[src/rtl/fifo_burst_reader.sv]
// rtl/fifo_burst_reader.sv - drains a fixed-length burst from a sync_fifo onto a valid/ready stream
//
// Purpose:
//   Owns the FIFO read strobe, absorbs the FIFO's one-cycle read latency in a
//   small circular buffer and presents the words in order to a downstream
//   consumer. Reads are only issued against free buffer credit, so downstream
//   backpressure can never cause a returned word to be lost.
//
// Ports:
//   clk        - system clock, all state on rising edge
//   sys_rst_n  - synchronous active-low reset
//   start      - one-cycle burst request, honoured only in IDLE
//   burst_len  - number of words to read, sampled with start
//   fifo_empty - FIFO empty flag
//   fifo_data  - FIFO data_out, valid the cycle after fifo_rd_en
//   fifo_rd_en - FIFO read strobe
//   out_data   - head word of the buffer, zero when out_valid is low
//   out_valid  - out_data holds a word
//   out_ready  - downstream accepts on out_valid & out_ready
//   busy       - burst in progress (READ or DRAIN)
//   done       - one-cycle pulse after the last word is accepted

module fifo_burst_reader #(
  parameter int RSA_DW    = 8,
  parameter int LEN_W     = 8,
  parameter int BUF_DEPTH = 4,
  parameter int BUF_AW    = 2
) (
  input  logic              clk,
  input  logic              sys_rst_n,
  input  logic              start,
  input  logic [LEN_W-1:0]  burst_len,
  input  logic              fifo_empty,
  input  logic [RSA_DW-1:0] fifo_data,
  output logic              fifo_rd_en,
  output logic [RSA_DW-1:0] out_data,
  output logic              out_valid,
  input  logic              out_ready,
  output logic              busy,
  output logic              done
);

  typedef enum logic [1:0] {
    S_IDLE  = 2'd0,
    S_READ  = 2'd1,
    S_DRAIN = 2'd2,
    S_DONE  = 2'd3
  } state_t;

  localparam logic [BUF_AW+1:0] DEPTH_C = (BUF_AW+2)'(BUF_DEPTH);

  state_t             state;
  state_t             state_nxt;
  logic [LEN_W-1:0]   remaining;
  logic [LEN_W-1:0]   remaining_nxt;
  logic               rd_pend;
  logic [BUF_AW:0]    occ;
  logic [BUF_AW:0]    occ_nxt;
  logic [BUF_AW-1:0]  wr_ptr;
  logic [BUF_AW-1:0]  rd_ptr;
  logic [RSA_DW-1:0]  buf_mem [BUF_DEPTH];
  logic               capture;
  logic               pop;
  logic               rd_en;
  logic [BUF_AW+1:0]  credit_used;

  // A word returns exactly one cycle after every read strobe.
  assign capture = rd_pend;
  assign pop     = out_valid & out_ready;

  // Words already in the buffer plus the one in flight from the FIFO; a new
  // read is only allowed while this leaves a free slot.
  assign credit_used = {1'b0, occ} + (BUF_AW+2)'(rd_pend);

  always_comb begin
    occ_nxt = occ;
    case ({capture, pop})
      2'b10:   occ_nxt = occ + 1'b1;
      2'b01:   occ_nxt = occ - 1'b1;
      default: occ_nxt = occ;
    endcase
  end

  always_comb begin
    state_nxt     = state;
    remaining_nxt = remaining;
    rd_en         = 1'b0;
    case (state)
      S_IDLE: begin
        if (start) begin
          remaining_nxt = burst_len;
          state_nxt     = (burst_len != '0) ? S_READ : S_DONE;
        end
      end
      S_READ: begin
        rd_en = !fifo_empty && (remaining != '0) && (credit_used < DEPTH_C);
        if (rd_en) begin
          remaining_nxt = remaining - 1'b1;
        end
        if (remaining_nxt == '0) begin
          state_nxt = S_DRAIN;
        end
      end
      S_DRAIN: begin
        // Leave as soon as the buffer empties on this cycle's pop, so done
        // lands in the cycle right after the final acceptance.
        if (!rd_pend && (occ_nxt == '0)) begin
          state_nxt = S_DONE;
        end
      end
      S_DONE: begin
        state_nxt = S_IDLE;
      end
      default: begin
        state_nxt = S_IDLE;
      end
    endcase
  end

  always_ff @(posedge clk) begin
    if (!sys_rst_n) begin
      state     <= S_IDLE;
      remaining <= '0;
      rd_pend   <= 1'b0;
      occ       <= '0;
      wr_ptr    <= '0;
      rd_ptr    <= '0;
    end else begin
      state     <= state_nxt;
      remaining <= remaining_nxt;
      rd_pend   <= rd_en;
      occ       <= occ_nxt;
      if (capture) begin
        wr_ptr <= wr_ptr + 1'b1;
      end
      if (pop) begin
        rd_ptr <= rd_ptr + 1'b1;
      end
    end
  end

  // Storage only; validity is tracked by occ, so no reset is needed here.
  always_ff @(posedge clk) begin
    if (sys_rst_n && capture) begin
      buf_mem[wr_ptr] <= fifo_data;
    end
  end

  assign fifo_rd_en = rd_en;
  assign out_valid  = (occ != '0);
  assign out_data   = out_valid ? buf_mem[rd_ptr] : '0;
  assign busy       = (state == S_READ) || (state == S_DRAIN);
  assign done       = (state == S_DONE);

endmodule

[config.mk]
export PLATFORM = sky130hd
export DESIGN_NAME = fifo_burst_reader
export DESIGN_NICKNAME = d
export VERILOG_FILES = /design/src/rtl/fifo_burst_reader.sv
export SDC_FILE = /design/constraint.sdc
export NUM_CORES = 1
export LEC_CHECK = 0
export ABC_AREA = 1
export CAP_MARGIN = 30
export CORE_MARGIN = 1.5
export CORE_UTILIZATION = 50
export CTS_BUF_LIST = sky130_fd_sc_hd__clkbuf_8
export DETAILED_ROUTE_END_ITERATION = 10
export GPL_ROUTABILITY_DRIVEN = 0
export PLACE_DENSITY_LB_ADDON = 0.1
export SYNTH_ARGS = -nofsm -noshare
export SYNTH_HDL_FRONTEND = slang
export SYNTH_SLANG_ARGS = --single-unit
[constraint.sdc]
create_clock -name clk -period 7.1 [get_ports clk]
set_input_delay 1.42 -clock clk [delete_from_list [all_inputs] [get_ports clk]]
set_output_delay 1.42 -clock clk [all_outputs]
set_load 0.01 [all_outputs]
==> results by group <==
Pwr
  • Share of total power in combinational logic: 0.460
  • Sequential share of power: 0.360
  • LEAKAGE: around 0.0012 uW
  • Max VDD drop: 180.8 uV
  • Pwr Density: 367.8 mW/mm2
  • Net Sw Frac: 0.4099
  • P_int: 675.1 uW
  • Switching pwr: 468.9 uW
  • Clock power frac: 0.180

Critical path
  • CP Buf/Inv Count: 3
  • Crit path max-delay cell type: clkdlybuf4s50_1
  • Arrival @ worst endpoint: 2.93 ns
  • CP endpoint kind: output port
  • Crit path depth: 7
  • Cells on worst reg2reg path: 18
  • Critical path cell sequence: clkdlybuf4s50_1, nor2_1, nand2_1, inv_1, o21ai_4, nor2_1, clkdlybuf4s50_1
  • Critical path's top delay family: buffers and inverters
  • Critical Path Source: fifo_empty
  • CP max FO: 10
  • Crit path capture: fifo_rd_en
  • R2R Path End: state[1]
  • CP Launch Type: input pin
  • Crit path kind: input pin to output port
  • Critical path's largest stage delay: 0.54 ns
  • RR Startpoint: occ[0]
  • Reg2Reg Setup Slack: roughly 4.3 ns
  • Worst Path Required: between 5 and 6 ns

STA
  • Crit share post-route: 0.6134
  • Worst slew pin tran: approximately 0.81 ns
  • Final setup viols: 0
  • Clk_skew: 0.004233 ns
  • FMAX: 229.6 MHz
  • Period minus WS final: ~4.4 ns
  • Final Hold Fails: 0
  • Relative slew slack: 0.4587
  • RSZ-0062 raised after global routing: false
  • Setup TNS: 0 ns
  • Fin. max-slew vios: 0

Clock network
  • Number of gates resized after CTS: 0
  • Clock-pin slew on the worst setup and hold paths: 0.09 ns
  • CTS sink count: 52
  • Clk root buf: clkbuf_8
  • Clk buf depth: 2
  • Post-CTS setup buffer count: 0
  • CTS tree: yes
  • Clock latency on the worst-skew pair: 0.30 ns
  • CTS buffer count: 5
  • H-tree depth: 2
  • Hold Buf Count CTS: 0

Global route
  • Vias in the first global route: around 1900
  • First-pass GRT wire length: 8.142 mm
  • Initial antenna violation count: 0
  • Pin count of the biggest net entering global routing: 18
  • Global route overflow: 0
  • GRT Overall Usage: 0.1923

Floorplanning
  • CORE AREA: 0.005075 mm2
  • Die height: 75.44 um
  • Ports: 33
  • Die area: around 0.0057 mm2
  • Starting Density: 0.5170
  • Cell Rows: 26
  • Die width: ~75 um

Outcome
  • Status: finished, final reports clean

Routing
  • Drt first pass iters: 4
  • DR vias/cell: 5.052
  • Post-DRT Antenna Nets: 0
  • Final WL: 5.167 mm
  • Vias: 2051
  • Initial drt markers: 42
  • Drt wl/cell: 12.73 um
  • DRC: 0

Yosys
  • Synthesized instance count: 305
  • Synthesized area: 0.002624 mm2
  • Netlist cell types: 28
  • Sequential share of the synthesized area: 0.5188
  • Synth warnings: 0
  • Yosys reg bits: 52
  • Syn nets: 338
  • Syn Area/Cell: 8.603 um2

Placement
  • Placed cell areas: roughly 0.003 mm2
  • Port Buffers: 32
  • Post-DP HPWL: 3.672 mm

Run
  • Max Cap Viol: 0

Layout
  • Most frequent cells in the layout: nor2_1, nand2_1, edfxtp_1, clkdlybuf4s50_1, inv_1
  • Layout area overhead: 18.55%
  • Post-route cell area: 0.003110 mm2
  • Layout cell share with drive strength beyond 1: 0.05952
  • # fillers: 462
  • Most common cell after layout, fill and taps aside: nor2_1
  • Layout Nets: 368
  • Ant diodes: 0
  • Util after Layout: 0.6129

Hold path
  • Hold-critical path depth: 2
  • Hold/Removal Path Class: flop to flop
==> worst reg2reg max path: cells and delay by family, from the launching register on <==
family / cells / cell delay, ns
AOI/OAI and AO/OA: 1 / 0.23
DFF: 1 / 0.36
adders and majority gates: 2 / 0.38
buffers and inverters: 5 / 0.40
xor gates and xnor gates: 1 / 0.13
and+or+nand+nor: 9 / 1.25
==> per-layer routing <==
| layer | wire [um] | vias to the layer above | part of all wire | global-route usage |
|---|---|---|---|---|
| met5 | 0 | - | 0 | 0 |
| li1 | - | 1056 | - | - |
| met4 | 74 | 0 | 0.014 | 0.06548 |
| met3 | 151 | 7 | 0.029 | 0.03704 |
| met2 | 2717 | 40 | 0.53 | 0.3830 |
| met1 | 2224 | 948 | 0.43 | 0.1978 |
==> cells by family (layout without fill, tap and decap cells) <==
family                     Yosys count  after routing  share of synthesized area
AOI/OAI and AO/OA                   56             56                     0.1221
xor gates and xnor gates             3              3                    0.01002
adders and majority gates           12             12                    0.06009
buffers and inverters               41             72                    0.05961
DFF                                 52             52                     0.5188
and+or+nand+nor                    141            141                     0.2294
==> through the flow <==
step	worst slack [ns]	hold slack, ns	instances	power (uW)
after CTS	2.742	0.4765	406	1149
after global routing	2.660	0.5033	406	1232
after global placement	2.760	0.4535	398	933.3
final	2.745	0.4800	406	1144
after detailed placement	2.760	0.4599	398	942.5
after floorplan	3.713	0.4356	305	797.5
==> power by group through the flow <==
stage	registers [uW]	clock network (uW)	logic (uW)
floorplan	396	0	402
global placement	418	0	516
detailed placement	419	0	524
CTS	412	210	527
global route	417	221	594
finish	412	206	526
==> synth_stat cells, drive strengths merged <==
master | n | area (um2)
nand2 | 60 | 232.7
nand4 | 3 | 18.77
nand3 | 8 | 40.04
fa | 1 | 20.02
a221oi | 5 | 43.79
a21oi | 22 | 110.1
nor2 | 66 | 282.8
buf | 3 | 13.76
o21ai | 28 | 155.2
edfxtp | 32 | 960.9
nor4 | 2 | 12.51
o21bai | 1 | 11.26
dfxtp | 20 | 400.4
ha | 11 | 137.6
clkbuf | 6 | 22.52
nor3 | 2 | 15.01
xor2 | 2 | 17.52
inv | 32 | 120.1
xnor2 | 1 | 8.760
==> worst min-delay path by stage <==
stage,start,endpoint,slack (ns)
CTS,rd_ptr[1],rd_ptr[1],0.48
floorplan,rd_ptr[1],flop,0.44
finish,rd_ptr[1],rd_ptr[1],0.48
detailed placement,rd_ptr[1],flop,0.46
global route,rd_ptr[1],rd_ptr[1],0.50
global placement,rd_ptr[1],rd_ptr[1],0.45
==> sequential cells by signal, indices dropped and copies added, names as in the netlist, named ones only <==
name	count
capture	1
state	2
buf_mem	32
remaining	8
occ	3
rd_ptr	2
wr_ptr	2
==> cell type report <==
cell class | count | area (um2) | share of cell area
Sequential cell | 52 | 1361 | 0.4377
Multi-Input combinational cell | 212 | 1106 | 0.3556
Timing Repair Buffer | 32 | 320.3 | 0.1030
Inverter | 32 | 120.1 | 0.03862
Tap cell | 70 | 87.58 | 0.02816
Clock buffer | 5 | 68.82 | 0.02212
Clock inverter | 3 | 46.29 | 0.01488
No activity file was read; power rests on OpenSTA's default activity.
